File: config.mk
export PLATFORM = sky130hd
export DESIGN_NAME = arith_op_responder
export DESIGN_NICKNAME = d
export VERILOG_FILES = /design/src/rtl/arith_op_pkg.sv /design/src/rtl/arith_serial_div.sv /design/src/rtl/arith_op_responder.sv
export SDC_FILE = /design/constraint.sdc
export NUM_CORES = 2
export LEC_CHECK = 0
export CAP_MARGIN = 10
export CORE_MARGIN = 2
export CORE_UTILIZATION = 50
export CTS_CLUSTER_SIZE = 14
export DETAILED_ROUTE_END_ITERATION = 8
export PLACE_DENSITY = 0.68
export SETUP_SLACK_MARGIN = 0.02
export SYNTH_ARGS = -nofsm -noshare
export SYNTH_HDL_FRONTEND = slang
export SYNTH_SLANG_ARGS = --single-unit
File: constraint.sdc
create_clock -name clk -period 13.94 [get_ports clk]
set_clock_uncertainty 0.15 [all_clocks]
set_input_delay 2.788 -clock clk [delete_from_list [all_inputs] [get_ports clk]]
set_output_delay 2.788 -clock clk [all_outputs]
set_load 0.1 [all_outputs]
File: src/rtl/arith_op_pkg.sv
// Opcode encodings and responder state
// shared by the arithmetic responder.
package arith_op_pkg;

  localparam logic [2:0] OP_IDLE = 3'b000;
  localparam logic [2:0] OP_SUM  = 3'b001;
  localparam logic [2:0] OP_MULT = 3'b010;
  localparam logic [2:0] OP_DIV  = 3'b011;
  localparam logic [2:0] OP_EXT  = 3'b100;

  typedef enum logic [1:0] {
    S_IDLE = 2'd0,
    S_DIV  = 2'd1,
    S_RESP = 2'd2
  } rsp_state_e;

endpackage

File: src/rtl/arith_serial_div.sv
// Serial restoring divider, one quotient
// bit per cycle, MSB first.
module arith_serial_div #(
  parameter int WIDTH = 32
) (
  input  logic             clk,
  input  logic             rst,
  input  logic             start,
  input  logic [WIDTH-1:0] dividend,
  input  logic [WIDTH-1:0] divisor,
  output logic             done,
  output logic [WIDTH-1:0] quotient
);

  localparam int CW = $clog2(WIDTH + 1);

  logic [WIDTH-1:0] rem_q;
  logic [WIDTH-1:0] quo_q;
  logic [WIDTH-1:0] dvs_q;
  logic [CW-1:0]    cnt_q;
  logic             busy_q;

  logic [WIDTH:0]   shifted;
  logic [WIDTH:0]   trial;
  logic             fits;
  logic [WIDTH-1:0] rem_nxt;
  logic [WIDTH-1:0] quo_nxt;

  assign shifted = {rem_q, quo_q[WIDTH-1]};
  assign trial   = shifted - {1'b0, dvs_q};
  assign fits    = ~trial[WIDTH];
  assign rem_nxt = fits ? trial[WIDTH-1:0]
                        : shifted[WIDTH-1:0];
  assign quo_nxt = {quo_q[WIDTH-2:0], fits};

  // done flags the cycle whose edge lands the
  // last bit; quotient is that post-step value
  assign done     = busy_q && (cnt_q == CW'(1));
  assign quotient = quo_nxt;

  // Load operands on start, then iterate
  always_ff @(posedge clk or posedge rst) begin
    if (rst) begin
      rem_q  <= '0;
      quo_q  <= '0;
      dvs_q  <= '0;
      cnt_q  <= '0;
      busy_q <= 1'b0;
    end else if (start) begin
      rem_q  <= '0;
      quo_q  <= dividend;
      dvs_q  <= divisor;
      cnt_q  <= CW'(WIDTH);
      busy_q <= 1'b1;
    end else if (busy_q) begin
      rem_q  <= rem_nxt;
      quo_q  <= quo_nxt;
      cnt_q  <= cnt_q - CW'(1);
      busy_q <= (cnt_q != CW'(1));
    end
  end

endmodule

File: src/rtl/arith_op_responder.sv
// Arithmetic responder: request/response
// handshake FSM around SUM/MULT/DIV/EXT.
module arith_op_responder
  import arith_op_pkg::*;
#(
  parameter int WIDTH = 32
) (
  input  logic             clk,
  input  logic             rst,
  input  logic             req_valid,
  output logic             req_ready,
  input  logic [2:0]       req_op,
  input  logic [WIDTH-1:0] req_a,
  input  logic [WIDTH-1:0] req_b,
  output logic             rsp_valid,
  input  logic             rsp_ready,
  output logic [WIDTH-1:0] rsp_data,
  output logic             rsp_err,
  output logic [31:0]      op_count
);

  rsp_state_e       state;
  logic [WIDTH-1:0] data_q;
  logic             err_q;
  logic [WIDTH-1:0] res;
  logic             res_err;
  logic             req_fire;
  logic             div_start;
  logic             div_done;
  logic [WIDTH-1:0] div_quo;

  assign req_ready = (state == S_IDLE);
  assign rsp_valid = (state == S_RESP);
  assign rsp_data  = data_q;
  assign rsp_err   = err_q;
  assign req_fire  = req_valid && req_ready;
  assign div_start = req_fire
                  && (req_op == OP_DIV)
                  && (req_b != '0);

  arith_serial_div #(
    .WIDTH(WIDTH)
  ) u_div (
    .clk      (clk),
    .rst      (rst),
    .start    (div_start),
    .dividend (req_a),
    .divisor  (req_b),
    .done     (div_done),
    .quotient (div_quo)
  );

  // Single-cycle results and error decode;
  // the DIV arm only matters for b == 0
  always_comb begin
    res     = '0;
    res_err = 1'b0;
    unique case (1'b1)
      (req_op == OP_IDLE): res = '0;
      (req_op == OP_SUM):  res = req_a + req_b;
      (req_op == OP_MULT): res = req_a * req_b;
      (req_op == OP_EXT):  res = req_a - req_b;
      (req_op == OP_DIV): begin
        res     = '1;
        res_err = 1'b1;
      end
      default: res_err = 1'b1;
    endcase
  end

  // Handshake FSM with registered response
  always_ff @(posedge clk or posedge rst) begin
    if (rst) begin
      state    <= S_IDLE;
      data_q   <= '0;
      err_q    <= 1'b0;
      op_count <= '0;
    end else begin
      unique case (state)
        S_IDLE: begin
          if (req_fire) begin
            if (div_start) begin
              state <= S_DIV;
            end else begin
              data_q <= res;
              err_q  <= res_err;
              state  <= S_RESP;
            end
          end
        end
        S_DIV: begin
          if (div_done) begin
            data_q <= div_quo;
            err_q  <= 1'b0;
            state  <= S_RESP;
          end
        end
        S_RESP: begin
          if (rsp_ready) begin
            op_count <= op_count + 32'd1;
            state    <= S_IDLE;
          end
        end
        default: state <= S_IDLE;
      endcase
    end
  end

endmodule

# After elaboration in Yosys (flattened, before gate mapping)
# Cells that the tools add are included.
# word_totals
regBits,170
latchBits,0
mem_bits_rw,0
mem_bits_ro,0
inputBits,71
out_inout_bits,67
word_cells,65
mem_count,0
# classes
add_sub_neg,5
mul,1
div_mod_pow,0
order_cmp,0
n_eq_ne,12
shift,0
mux,24
bitwise_logic,1
reduce_logical,13
# op_table
op,n
$mux 32,8
$pmux 32 s4,1
$pmux 32 s2,1
$sub 33x32->33,1
$add 32x1->32 const B,1
$add 32x32->32,1
$mul 32x32->32,1
$reduce_bool 32->1,1
$sub 32x32->32,1
$mux 6,2
$mux 2,4
$eq 3x2->1 const B,2
$eq 6x1->1 const B,1
$mux 1,6
$ne 6x1->1 const B,1
$pmux 2 s3,1
$sub 6x1->6 const B,1
$logic_and 1x1->1,4
$ne 2x1->1 const B,2
$ne 2x2->1 const B,2
$reduce_and 4->1,1
$reduce_bool 2->1,2
$reduce_or 4->1,1
$eq 3x1->1 const B,1
other kinds (9),9

# Logic depth before layout (Yosys ltp)
# logic_depth
ltp_word,7
depth_mapped,28
mapped_depth_nobuf,27

# Modules after synthesis
# From an unflattened synthesis, not the netlist that was laid out.
# unflattened
cells_unflattened,3227
hier_area_um2,28149.5
# by_module_without_submodules
mod,instances,cells_each,area_per_inst_um2,seq_area_each_um2
arith_op_responder,1,2472,21570.7,1676.6
arith_serial_div,1,755,6578.8,2577.5

# Least setup slack after synthesis
# Ideal clock, no wire load.
# synth_path
path_type,input port to flip-flop
startpoint,input port req_b[6]
endpoint,"register data_q[31], in the netlist rsp_data[31]"
setup_ns,0.078
arrival_time_ns,9.526
required_ns,13.712
setup_slack_ns,4.187
stages,25
path_buffers,2
cell_sequence,clkbuf_1 -> clkbuf_1 -> and2_1 -> fa_1 -> fa_1 -> fa_1 -> inv_1 -> fa_1 -> inv_1 -> fa_1 -> inv_1 -> fa_1 -> inv_1 -> fa_1 -> fa_1 -> ha_1 -> and4_1 -> and3_1 -> a221oi_2 -> o21ai_0 -> o41ai_1 -> xnor2_1 -> o21ai_0 -> a31o_2 -> a21oi_1
# synth_via
elab_chain_cells,5
word_cells_on_any_way,11
classes_between,2 x add/sub; 1 x mul; 1 x eq/ne; 4 x mux; 3 x reduce/logical
# synth_lines
element,line_no,rtl
from (decl),arith_op_responder.sv:14,"input logic [WIDTH-1:0] req_b,"
$mul 32x32->32 (tied with other cells),arith_op_responder.sv:61,(req_op == OP_MULT): res = req_a * req_b;
$pmux 32 s4,arith_op_responder.sv:58,unique case (1'b1)
$mux 32,arith_op_responder.sv:82,if (div_start) begin
$mux 32,arith_op_responder.sv:81,if (req_fire) begin
$pmux 32 s2,arith_op_responder.sv:79,unique case (state)
to (signal assigned),arith_op_responder.sv:85,data_q <= res;
to (signal assigned),arith_op_responder.sv:93,data_q <= div_quo;
to (decl),arith_op_responder.sv:23,logic [WIDTH-1:0] data_q;
# Parallel ways exist; a longest one is shown, timed or not. The select of a mux whose other input is x is not followed.
# A chain may end at the register's enable or synchronous reset.

# Final worst setup path
# layout_path
startpoint,input port req_a[14]
endpoint,"register data_q[31], in the netlist rsp_data[31]"
# layout_via
elab_chain_cells,5
word_cells_on_any_way,7
classes_between,2 x add/sub; 1 x mul; 4 x mux
# layout_lines
element,line_no,rtl
from (decl),arith_op_responder.sv:13,"input logic [WIDTH-1:0] req_a,"
$mul 32x32->32 (tied with other cells),arith_op_responder.sv:61,
$pmux 32 s4 (*),arith_op_responder.sv:58,
$mux 32 (*),arith_op_responder.sv:82,
$mux 32 (*),arith_op_responder.sv:81,
$pmux 32 s2 (*),arith_op_responder.sv:79,
# Mark *: on every way between the ends. The rest lies on a longest branch, timed or not. The select of a mux whose other input is x is not followed.

==> results.yml <==
layout:
  nets: 3836
  syn2layout_area_growth_pct: 9.360
  final_core_util_pct: 55.50
  layout-drive-gt1-share_pct: 3.399
  fillCellCount: 4888
route:
  vias: 22330
  firstDrtPassIters: 6
  drtAntennaViolNets: 0
  viasPerCell: 5.764
  route.detailed.drc: 0
  drt_iter0_markers: 1896
  wl_per_cell_um: 21.59
  wirelength_um: 83660
cts:
  clk_pin_slew_ps: 70
  cts_root_buf: "clkbuf_16"
  cts_buffer_depth: 2
  cts_hold_buf: 0
  htreeDepth: 4
  numClockSinks: 170
  cts_setup_buffers: 0
  numCtsBuffers: 17
  post_cts_resized: 0
  clk_latency_ps: 450
  tritoncts: "built"
global_route:
  grt-ovfl-total: 0
  grt_use_total_pct: 30.52
  antenna_found_initial: 4
  grt_pass1_vias: 23230
  grt_pass1_wl_um: 133700
  grt_max_degree: 115
run:
  cap_violations: 0
synth:
  syn_area_per_cell_sq_um: 8.773
  synth_top_family_by_area: "adder cells"
  yosysWarnings: 0
  synthAdderAreaFrac_pct: 38.69
  synth.largest_area_cell: "fa_1"
  syn-num-nets: 3797
  syn_area_sq_um: 27420
  seq_area_frac_synth_pct: 15.52
  synth-simple-area-share_pct: 17.80
  synth-seq-cells: 170
  synth_area_leaders: "fa_1 30%, dfrtp_1 16%, ha_1 8.7%"
  synth_compound_area_share_pct: 11.28
  synthArstFlopShare_pct: 100.0
  ys.flop_type: "dfrtp_1"
  netlist-cell-type-count: 71
  synthMuxAreaShare_pct: 1.981
  synth_xor_area_share_pct: 6.261
  synthesis.instances: 3125
  synth_edf_count: 0
  netlist.area_leader.share_pct: 29.94
sta:
  tightest_slew_ps: 1262
  grt_setup_unrepaired: "no"
  setup_violations: 0
  post-route-period-util_pct: 78.05
  fin_setup_tns_ps: 0
  fin_crit_ps: 10880
  fin_hold_ws_ps: 326.9
  slew_viol_final: 0
  hold_violations: 0
  fmax_ghz: 0.09191
  slew_headroom_pct: 15.58
floorplan:
  initial_core_util_pct: 50.75
  row_count: 85
  fp.dieW_um: 238.2
  die_h_um: 238.2
  ios: 138
  die_area_sq_um: 56720
  core_sq_um: 54030
setup_path:
  critPathKind: "input port to flop"
  rr_startpoint: "u_div.quo_q[31]$_DFFE_PP0P_"
  startpoint_type: "input port"
  critPathMaxFanout: 20
  critPathLaunch: "req_a[14]"
  critPathCaptureType: "flop"
  required_ps: 14160
  arrival_ps: 11100
min_path:
  worstHoldStart: "op_count[31]$_DFFE_PP0P_"
  hold_path.class: "flop to flop"
placement:
  place_hpwl_um: 61030
  gp_congestion: 0.9562
  io_buffers: 137
run_status:
  status: "complete, no violations"
==> final cells by class <==
cell class                 instances  area, sq um  share of cell area [%]
multi-input combinational       2345        20860                   69.57
sequential                       170         4258                   14.20
timing repair buffer             193         1792                   5.976
inverter                         437         1645                   5.488
tap                              696        870.8                   2.904
clock buffer                      19        432.9                   1.444
clock inverter                    13        121.4                  0.4048
antenna                            2        5.005                 0.01669
==> per-stage QoR <==
stage          instance area (sq um)  std cells  setup WS, ps
6_report                       29980       3875          3060
5_1_grt                        29980       3874          2791
4_1_cts                        29980       3873          3166
3_5_place_dp                   29420       3841          2730
3_3_place_gp                   29420       3841          2867
2_1_floorplan                  27420       3125          4187
==> cell usage after synthesis (4+ instances only) <==
cell and instances:
a2111oi_0 4, a211o_1 8, a211oi_1 14, a21boi_0 4, a21o_1 32, a21oi_1 159
a221oi_1 6, a22oi_1 4, a31o_2 4, a31oi_1 20, and2_1 315, and3_1 22
and4_1 5, buf_2 11, clkbuf_1 157, dfrtp_1 170, fa_1 410, ha_1 191
inv_1 436, mux2i_1 52, nand2_1 402, nand2b_1 21, nand3_1 38, nand4_1 6
nand4b_1 4, nor2_1 80, nor2b_1 21, nor3_1 25, nor4_1 9, o211ai_1 15
o21a_1 11, o21ai_0 178, o21bai_1 7, o221ai_1 4, o22ai_1 5, o31ai_1 12
o41ai_1 6, or2_2 5, or3_1 8, or4_1 4, xnor2_1 136, xor2_1 60
==> routing by layer <==
metal  track usage (%)  vias up  wire length (um)
met4             9.545        2              2747
met5                 0        -                10
li1                  -    10020                 -
met3             5.021      174              6902
met2             48.86      994             38050
met1             42.61    11150             35950
==> path summary, 6_finish.rpt <==
check                                              end  depth (start not counted)  slack (ps)
hold / removal                op_count[31]$_DFFE_PP0P_                          1         330
hold reg to reg               op_count[31]$_DFFE_PP0P_                          1         330
setup reg to reg           u_div.rem_q[15]$_DFFE_PP0P_                         13        9450
setup / recovery              rsp_data[31]$_DFFE_PP0P_                         22        3060
min in group asynchronous     op_count[30]$_DFFE_PP0P_                          2        2790
max in group asynchronous     rsp_data[28]$_DFFE_PP0P_                          3        9420
==> registers in the layout (all words and copies together), names as in the netlist, 2 cells and up <==
name         count
op_count        32
u_div.cnt_q      6
rsp_data        32
state            2
u_div.dvs_q     32
u_div.rem_q     32
u_div.quo_q     32
==> placed cells by master (no fill, tap or decap), drive strengths merged, types with 56 or more instances in the layout <==
master / count
nand2: 402
nor2: 80
o21ai: 180
dfrtp: 170
a21oi: 161
xnor2: 136
xor2: 60
fa: 410
inv: 439
buf: 56
clkdlybuf4s50: 137
and2: 315
ha: 191
==> worst max-delay path, cell delays in order <==
cell	delay, ps
clkdlybuf4s50_1	1070
and2_1	490
fa_1	570
fa_1	450
fa_1	540
inv_1	60
fa_1	470
inv_1	60
fa_1	490
fa_1	580
fa_1	450
fa_1	460
ha_1	370
a21o_1	200
a31o_2	220
a221oi_2	460
o21ai_0	210
o41ai_1	480
xnor2_1	170
o21ai_0	100
a31o_2	270
a21oi_1	130
==> cell families after synthesis <==
kind of cell,after synthesis
fa+ha+maj,602
compound gates,518
mux,54
flops,170
xor+xnor,196
buf+inv,610
simple gates,975
Power is not shown: default switching activity piles up to over one toggle a cycle in this logic, so the estimate is an artifact.
